--- config.mk ---
export PLATFORM = sky130hd
export DESIGN_NAME = rr_arbiter_flat
export DESIGN_NICKNAME = d
export VERILOG_FILES = /design/src/rtl/rr_arbiter_if.sv /design/src/rtl/rr_arbiter.sv /design/src/flat_wrapper.sv
export SDC_FILE = /design/constraint.sdc
export NUM_CORES = 1
export LEC_CHECK = 0
export CORE_AREA = 2 2 52 54
export CTS_BUF_LIST = sky130_fd_sc_hd__clkbuf_4 sky130_fd_sc_hd__clkbuf_8
export CTS_CLUSTER_SIZE = 14
export DETAILED_ROUTE_END_ITERATION = 8
export DIE_AREA = 0 0 54 56
export PLACE_DENSITY_LB_ADDON = 0.05
export SLEW_MARGIN = 40
export SYNTH_ARGS = -nofsm -noshare
export SYNTH_HDL_FRONTEND = slang
export SYNTH_SLANG_ARGS = --single-unit
--- constraint.sdc ---
create_clock -name clk -period 2 [get_ports clk]
set_clock_uncertainty 0.05 [all_clocks]
set_input_delay 0.2 -clock clk [delete_from_list [all_inputs] [get_ports clk]]
set_output_delay 0.2 -clock clk [all_outputs]
set_load 0.005 [all_outputs]
--- src/rtl/rr_arbiter_if.sv ---
// Requester-side bundle of the round-robin arbiter: request/done in, registered grant out.
// The arbiter takes the slave view; the requester bank takes the master view.
interface rr_arbiter_if #(
    parameter int N     = 4,
    parameter int LOG2N = 2
);
    logic [N-1:0]     req;
    logic             done;
    logic [N-1:0]     gnt;
    logic [LOG2N-1:0] gnt_idx;
    logic             gnt_valid;
    logic             timeout;

    modport master (
        output req, done,
        input  gnt, gnt_idx, gnt_valid, timeout
    );

    modport slave (
        input  req, done,
        output gnt, gnt_idx, gnt_valid, timeout
    );
endinterface

--- src/rtl/rr_arbiter.sv ---
// Round-robin arbiter: grants one requester at a time, holds the grant until done,
// withdrawal or hold timeout, then makes the served requester lowest priority.
module rr_arbiter #(
    parameter int N       = 4,
    parameter int LOG2N   = 2,
    parameter int TO_W    = 8,
    parameter int TIMEOUT = 255
) (
    input  logic            clk,
    input  logic            rst,
    rr_arbiter_if.slave     bus
);
    typedef enum logic {IDLE, BUSY} state_t;

    state_t           state, state_next;
    logic [N-1:0]     gnt_q, gnt_next;
    logic [LOG2N-1:0] idx_q, idx_next;
    logic             valid_q, valid_next;
    logic             to_q, to_next;
    logic [LOG2N-1:0] last_q, last_next;
    logic [TO_W-1:0]  cnt_q, cnt_next;

    logic [N-1:0]     below_last;
    logic [N-1:0]     req_below;
    logic [LOG2N-1:0] win;

    // Requesters below `last` are searched first (highest of them wins); if none,
    // the highest pending overall wins, which leaves `last` itself for the very end.
    always_comb begin
        below_last = '0;
        for (int i = 0; i < N; i++) begin
            below_last[i] = (i < int'(last_q));
        end
        req_below = bus.req & below_last;
        win = '0;
        for (int i = 0; i < N; i++) begin
            if ((req_below != '0) ? req_below[i] : bus.req[i]) begin
                win = LOG2N'(i);
            end
        end
    end

    always_comb begin
        // NOTE: every signal gets a default before the case so no path leaves it unassigned (no latches).
        state_next = state;
        gnt_next   = gnt_q;
        idx_next   = idx_q;
        valid_next = valid_q;
        to_next    = 1'b0;
        last_next  = last_q;
        cnt_next   = cnt_q;

        case (state)
            IDLE: begin
                gnt_next   = '0;
                valid_next = 1'b0;
                if (bus.req != '0) begin
                    state_next = BUSY;
                    gnt_next   = N'(1) << win;
                    idx_next   = win;
                    valid_next = 1'b1;
                    cnt_next   = '0;
                end
            end
            BUSY: begin
                if (bus.done || !bus.req[idx_q] ||
                    (TIMEOUT != 0 && cnt_q == TO_W'(TIMEOUT - 1))) begin
                    // done and withdrawal take precedence over the timeout pulse
                    to_next    = !bus.done && bus.req[idx_q];
                    state_next = IDLE;
                    gnt_next   = '0;
                    valid_next = 1'b0;
                    last_next  = idx_q;
                end else if (cnt_q != '1) begin
                    cnt_next = cnt_q + 1'b1;
                end
            end
            default: state_next = IDLE;
        endcase
    end

    always_ff @(posedge clk) begin
        // NOTE: sequential state uses non-blocking assignments so all registers update together.
        if (rst) begin
            state   <= IDLE;
            gnt_q   <= '0;
            idx_q   <= '0;
            valid_q <= 1'b0;
            to_q    <= 1'b0;
            last_q  <= '0;
            cnt_q   <= '0;
        end else begin
            state   <= state_next;
            gnt_q   <= gnt_next;
            idx_q   <= idx_next;
            valid_q <= valid_next;
            to_q    <= to_next;
            last_q  <= last_next;
            cnt_q   <= cnt_next;
        end
    end

    assign bus.gnt       = gnt_q;
    assign bus.gnt_idx   = idx_q;
    assign bus.gnt_valid = valid_q;
    assign bus.timeout   = to_q;
endmodule
--- src/flat_wrapper.sv ---
// flat-port wrapper written by rule: the top's interface ports become plain ports
module rr_arbiter_flat 
#(
    parameter int N       = 4,
    parameter int LOG2N   = 2,
    parameter int TO_W    = 8,
    parameter int TIMEOUT = 255
)
  (clk, rst, bus_req, bus_done, bus_gnt, bus_gnt_idx, bus_gnt_valid, bus_timeout);
  rr_arbiter_if #(.N(N), .LOG2N(LOG2N)) bus_i ();
  input  logic clk;
  input  logic rst;
  input wire logic [$bits(bus_i.req)-1:0] bus_req;
  input wire logic [$bits(bus_i.done)-1:0] bus_done;
  output wire logic [$bits(bus_i.gnt)-1:0] bus_gnt;
  output wire logic [$bits(bus_i.gnt_idx)-1:0] bus_gnt_idx;
  output wire logic [$bits(bus_i.gnt_valid)-1:0] bus_gnt_valid;
  output wire logic [$bits(bus_i.timeout)-1:0] bus_timeout;
  assign bus_i.req = bus_req;
  assign bus_i.done = bus_done;
  assign bus_gnt = bus_i.gnt;
  assign bus_gnt_idx = bus_i.gnt_idx;
  assign bus_gnt_valid = bus_i.gnt_valid;
  assign bus_timeout = bus_i.timeout;
  rr_arbiter #(.N(N), .LOG2N(LOG2N), .TO_W(TO_W), .TIMEOUT(TIMEOUT)) u_core (.clk(clk), .rst(rst), .bus(bus_i));
endmodule
==> flow_metrics.env, run 1 <==
export IMPL_synthTopCellsByCount="dfxtp_1, a21oi_1, o21ai_0, nand2_1, nand3_1"
export IMPL_worstHoldPathType="register to register"
export IMPL_drv_slew=0
export IMPL_p_int_uw=531
export IMPL_cts_inserted_buffers=3
export IMPL_die_x_um=54
export IMPL_async_flop_share=0
export IMPL_num_rows=18
export IMPL_vias=902
export IMPL_final_setup_tns_ns=0
export IMPL_final_min_clock_period_ns=1.75
export IMPL_cts_resized=0
export IMPL_synth_top_area_frac=0.403
export IMPL_dr_pass1_iters=4
export IMPL_start_kind="register"
export IMPL_die_area_mm2=0.00302
export IMPL_synth_cell_types=36
export IMPL_power_density_mw_per_mm2=622
export IMPL_setup_viol=0
export IMPL_synth_area_per_cell_um2=8.74
export IMPL_synth_edf_count=0
export IMPL_cts_root_buf="clkbuf_4"
export IMPL_setup_ws_ns=0.247
export IMPL_core_mm2=0.00243
export IMPL_fp_dieH_um=56
export IMPL_yosysWarnings=0
export IMPL_worst_path_buf_inv=1
export IMPL_drtAntennaViolNets=0
export IMPL_max_slew_margin=0.687
export IMPL_crit_chain="inv_1 > ha_1 > nor2_1 > o311ai_4 > or3_1 > a21oi_1"
export IMPL_clkPwrFrac=0.272
export IMPL_fin_nets=139
export IMPL_routed_wirelength_mm=2.16
export IMPL_pre_cts_slack_ns=0.0693
export IMPL_required_ns=2.19
export IMPL_max_freq_mhz=570
export IMPL_arrival_ns=1.94
export IMPL_globalRouteTotalUtil=0.165
export IMPL_swShare=0.271
export IMPL_grt_max_degree=13
export IMPL_cap_violations=0
export IMPL_critPathMaxFanout=12
export IMPL_netlist_instances=108
export IMPL_place_area_mm2=0.00114
export IMPL_cts_path_max_buffers=2
export IMPL_cts_setup_buffers=0
export IMPL_worst_path_max_delay_cell="dfxtp_1"
export IMPL_antenna_found_initial=0
export IMPL_drive_above_1_share=0.116
export IMPL_power_switching_uw=197
export IMPL_grt_pass1_wl_mm=3.73
export IMPL_path_clk_slew_ns=0.11
export IMPL_finalHoldViolCount=0
export IMPL_hpwl_mm=1.66
export IMPL_end_kind="register"
export IMPL_post_route_drc_count=0
export IMPL_synthesis_nets=117
export IMPL_ys_flop_type="dfxtp_1"
export IMPL_antenna_diode_count=0
export IMPL_synth_seq_cells=19
export IMPL_via_per_inst=5.67
export IMPL_portBuffers=14
export IMPL_cp_top_family="simple AND/OR/NAND/NOR gates"
export IMPL_fin_crit_sh=0.876
export IMPL_drt_iter0_markers=20
export IMPL_place_congestion=0.752
export IMPL_cts_hold_buf=0
export IMPL_yosysSeqAreaShare=0.403
export IMPL_final_area_mm2=0.00117
export IMPL_max_stage_delay_ns=0.45
export IMPL_start_util=0.388
export IMPL_netlist_area_um2=943
export IMPL_rsz0062_at_grt="false"
export IMPL_synth_most_common_cell="dfxtp_1"
export IMPL_grt_ovfl_total=0
export IMPL_htreeDepth=1
export IMPL_p_leak_uw=0.000380
export IMPL_synth_top_cells_by_area="dfxtp_1, a21oi_1, o21ai_0, nand3_1, nand2_1"
export IMPL_ios=15
export IMPL_cts_tree="yes"
export IMPL_path_class="register to register"
export IMPL_clock_sinks=19
export IMPL_worst_pin_slew_ns=0.469
export IMPL_areaGrowthSynthToFinish_pct=24.1
export IMPL_p_comb_frac=0.164
export IMPL_ir_drop_mv=0.431
export IMPL_first_global_vias=840
export IMPL_outcome="complete, no violations"
export IMPL_clk_latency_ns=0.30
export IMPL_wl_per_cell_um=13.6
export IMPL_yosysTopAreaCell="dfxtp_1"
export IMPL_p_seq_frac=0.564
## worst register-to-register path, delay by kind of cell (launching register included)
kind	cells	cell delay (ns)
and+or+nand+nor	2	0.57
DFF	1	0.45
AOI/OAI and AO/OA	2	0.31
adders and majority gates	1	0.23
buffers and inverters	1	0.08
## path summary, 6_finish.rpt
check / from / to / slack (ns) / depth (start not counted)
max: u_core.cnt_q[0] / u_core.cnt_q[5] / 0.25 / 6
min: u_core.bus.gnt[2] / u_core.bus.gnt[2] / 0.42 / 2
max reg2reg: u_core.cnt_q[0] / u_core.cnt_q[5] / 0.25 / 6
min reg2reg: u_core.bus.gnt[2] / u_core.bus.gnt[2] / 0.42 / 2
## layer usage
metal,part of all wire,track usage,wire [um]
met1,0.45,0.210,980
met2,0.50,0.256,1070
met3,0.027,0.0269,59
met4,0.022,0.0929,47
met5,0,0,0
## logic make-up (layout without fill, tap and decap cells)
family | Yosys count | in the layout | synth area share
and+or+nand+nor | 41 | 41 | 0.229
AOI/OAI and AO/OA | 38 | 38 | 0.281
DFF | 19 | 19 | 0.403
buffers and inverters | 7 | 28 | 0.0358
adders and majority gates | 2 | 2 | 0.0265
muxes | 1 | 1 | 0.0239
## state kept, by name, indices dropped and copies added (netlist names)
register              flops
u_core.last_q             2
u_core.bus.gnt_valid      1
u_core.cnt_q              8
u_core.state              1
u_core.bus.timeout        1
u_core.bus.gnt            4
u_core.bus.gnt_idx        2
## cell type report
type | instances | area [um^2]
well taps | 30 | 37.5
fillers | 261 | 1260
multi-input cells | 82 | 529
inverters | 5 | 18.8
flip-flops and latches | 19 | 380
clock buffers | 3 | 22.5
clock inverters | 1 | 5.00
repair buffers | 19 | 178
## power groups by stage
stage | Sequential, uW | Clock, uW | Combinational (uW)
6_report | 411 | 198 | 120
5_1_grt | 414 | 221 | 131
4_1_cts | 411 | 208 | 121
3_5_place_dp | 419 | 0 | 120
3_3_place_gp | 419 | 0 | 119
2_1_floorplan | 413 | 0 | 65.2
## per-stage QoR
step / util / total power (uW) / hold WS (ns) / cells
finish: 0.481 / 728 / 0.421 / 159
global route: 0.481 / 767 / 0.457 / 159
CTS: 0.481 / 739 / 0.424 / 159
detailed placement: 0.470 / 539 / 0.396 / 155
global placement: 0.470 / 538 / 0.386 / 155
floorplan: - / 478 / 0.219 / 108
## layout by cell type, fill, tap and decap left out, drive strengths merged, types with 3 or more instances in the layout
master	Yosys	final
nand3	9	9
o21ai	10	10
o211ai	3	3
clkbuf	1	3
inv	5	5
nand2	9	9
dfxtp	19	19
buf	1	5
clkdlybuf4s50	0	14
nor2	6	6
o31ai	3	3
a21oi	10	10
or3	5	5
Power figures use the tool's default switching activity.
==> run 2, diff against run 1 <==
--- a/config.mk
+++ b/config.mk
@@ -5,11 +5,11 @@
 export SDC_FILE = /design/constraint.sdc
 export NUM_CORES = 1
 export LEC_CHECK = 0
-export CORE_AREA = 2 2 52 54
+export CORE_AREA = 2 2 45 47
 export CTS_BUF_LIST = sky130_fd_sc_hd__clkbuf_4 sky130_fd_sc_hd__clkbuf_8
 export CTS_CLUSTER_SIZE = 14
 export DETAILED_ROUTE_END_ITERATION = 8
-export DIE_AREA = 0 0 54 56
+export DIE_AREA = 0 0 47 49
 export PLACE_DENSITY_LB_ADDON = 0.05
 export SLEW_MARGIN = 40
 export SYNTH_ARGS = -nofsm -noshare
==> constraint.sdc (replaced) <==
create_clock -name clk -period 2 [get_ports clk]
set_clock_uncertainty 0.05 [all_clocks]
set_input_delay 0.2 -clock clk [delete_from_list [all_inputs] [get_ports clk]]
set_output_delay 0.2 -clock clk [all_outputs]
set_load 0.02 [all_outputs]
==> flow_metrics.env, run 2 (synthesis gave the netlist of run 1 again) <==
export IMPL_worst_path_buf_inv=1
export IMPL_drt_iter0_markers=13
export IMPL_antenna_diode_count=0
export IMPL_r2r_end="u_core.cnt_q[5]"
export IMPL_min_to="u_core.bus.gnt[2]"
export IMPL_worst_path_max_delay_cell="dfxtp_1"
export IMPL_ios=15
export IMPL_r2r_setup_slack_ns=0.26
export IMPL_wl_per_cell_um=13.4
export IMPL_cp_top_family="simple AND/OR/NAND/NOR gates"
export IMPL_path_clk_slew_ns=0.10
export IMPL_setup_ws_ns=0.263
export IMPL_worst_pin_slew_ns=0.471
export IMPL_start_util=0.512
export IMPL_final_setup_tns_ns=0
export IMPL_finalHoldViolCount=0
export IMPL_final_min_clock_period_ns=1.74
export IMPL_max_freq_mhz=576
export IMPL_grt_ovfl_total=0
export IMPL_top_register="u_core.cnt_q"
export IMPL_place_congestion=0.830
export IMPL_antenna_found_initial=0
export IMPL_rsz0062_at_grt="false"
export IMPL_cts_inserted_buffers=3
export IMPL_fin_crit_sh=0.868
export IMPL_max_slew_margin=0.686
export IMPL_power_density_mw_per_mm2=636
export IMPL_path_class="register to register"
export IMPL_max_stage_delay_ns=0.43
export IMPL_critPathMaxFanout=12
export IMPL_cts_tree="yes"
export IMPL_drive_above_1_share=0.116
export IMPL_globalRouteTotalUtil=0.210
export IMPL_cap_violations=0
export IMPL_hpwl_mm=1.66
export IMPL_cts_hold_buf=0
export IMPL_dr_pass1_iters=4
export IMPL_vias=904
export IMPL_arrival_ns=1.92
export IMPL_cts_resized=0
export IMPL_outcome="complete, no violations"
export IMPL_cts_setup_buffers=0
export IMPL_post_route_drc_count=0
export IMPL_setup_viol=0
export IMPL_grt_max_degree=13
export IMPL_layout_common_cells="dfxtp_1, clkdlybuf4s50_1, o21ai_0, a21oi_1"
export IMPL_pre_cts_slack_ns=0.0596
export IMPL_worstHoldPathType="register to register"
export IMPL_dp_cells=152
export IMPL_num_rows=16
export IMPL_largest_reg_flops=8
export IMPL_grt_pass1_wl_mm=3.55
export IMPL_first_global_vias=870
export IMPL_ir_drop_mv=0.503
export IMPL_htreeDepth=1
export IMPL_core_mm2=0.00184
export IMPL_reg2reg_depth=6
export IMPL_hp_start="u_core.bus.gnt[2]"
export IMPL_whs_path_depth=2
export IMPL_required_ns=2.18
export IMPL_fp_dieH_um=49
export IMPL_end_kind="register"
export IMPL_clk_latency_ns=0.29
export IMPL_clock_sinks=19
export IMPL_portBuffers=14
export IMPL_areaGrowthSynthToFinish_pct=24.0
export IMPL_start_kind="register"
export IMPL_die_x_um=47
export IMPL_p_leak_uw=0.000380
export IMPL_layout_commonest_cell="dfxtp_1"
export IMPL_regToRegStartpoint="u_core.cnt_q[0]"
export IMPL_routed_wirelength_mm=2.10
export IMPL_die_area_mm2=0.00230
export IMPL_drv_slew=0
export IMPL_fin_nets=139
export IMPL_crit_chain="inv_1 > ha_1 > nor2_1 > o311ai_4 > or3_1 > a21oi_1"
export IMPL_cts_root_buf="clkbuf_4"
export IMPL_drtAntennaViolNets=0
export IMPL_via_per_inst=5.79
export IMPL_final_cells=156
export IMPL_cts_path_max_buffers=2
## run 2: how the worst max path moves through the flow
stage,cells past startpoint,startpoint,endpoint
after CTS,6,u_core.cnt_q[0],u_core.cnt_q[7]
after global routing,6,u_core.cnt_q[0],u_core.cnt_q[7]
after floorplan,4,u_core.bus.gnt_idx[1],u_core.cnt_q[6]
after detailed placement,5,bus_req[0],u_core.cnt_q[5]
after global placement,5,bus_req[0],u_core.cnt_q[7]
final,6,u_core.cnt_q[0],u_core.cnt_q[5]
## run 2: cell type report
cell class	count	area (um^2)
clock buffers	4	30.0
fillers	171	672
inverters	5	18.8
multi-input cells	82	529
flip-flops and latches	19	380
well taps	27	33.8
repair buffers	19	178
## run 2: where the power goes
part	total, uW	internal (uW)	switching (uW)
sequential	411	393	17.5
clock	203	91.2	112
combinational	131	63.2	67.6
total	744	548	197
## run 2: tightest hold or removal path, cell delays in order (launching register included)
cell	delay, ns
dfxtp_1	0.34
nand2_1	0.04
o21ai_0	0.05
## run 2: per-stage QoR
| stage | total power [uW] | hold WS, ns | cell area (um^2) | utilization |
|---|---|---|---|---|
| 4_1_cts | 751 | 0.415 | 1170 | 0.635 |
| 3_5_place_dp | 551 | 0.392 | 1140 | 0.619 |
| 3_3_place_gp | 548 | 0.387 | 1140 | 0.619 |
| 6_report | 744 | 0.410 | 1170 | 0.635 |
| 5_1_grt | 786 | 0.446 | 1170 | 0.635 |
| 2_1_floorplan | 490 | 0.219 | 943 | - |
## run 2: metal layers
layer  global-route usage  share of wire  vias up
met5                    0              0        -
met4               0.0833          0.012        0
met3               0.0333          0.020        4
met2                0.372           0.54       10
met1                0.237           0.43      434
li1                     -              -      456
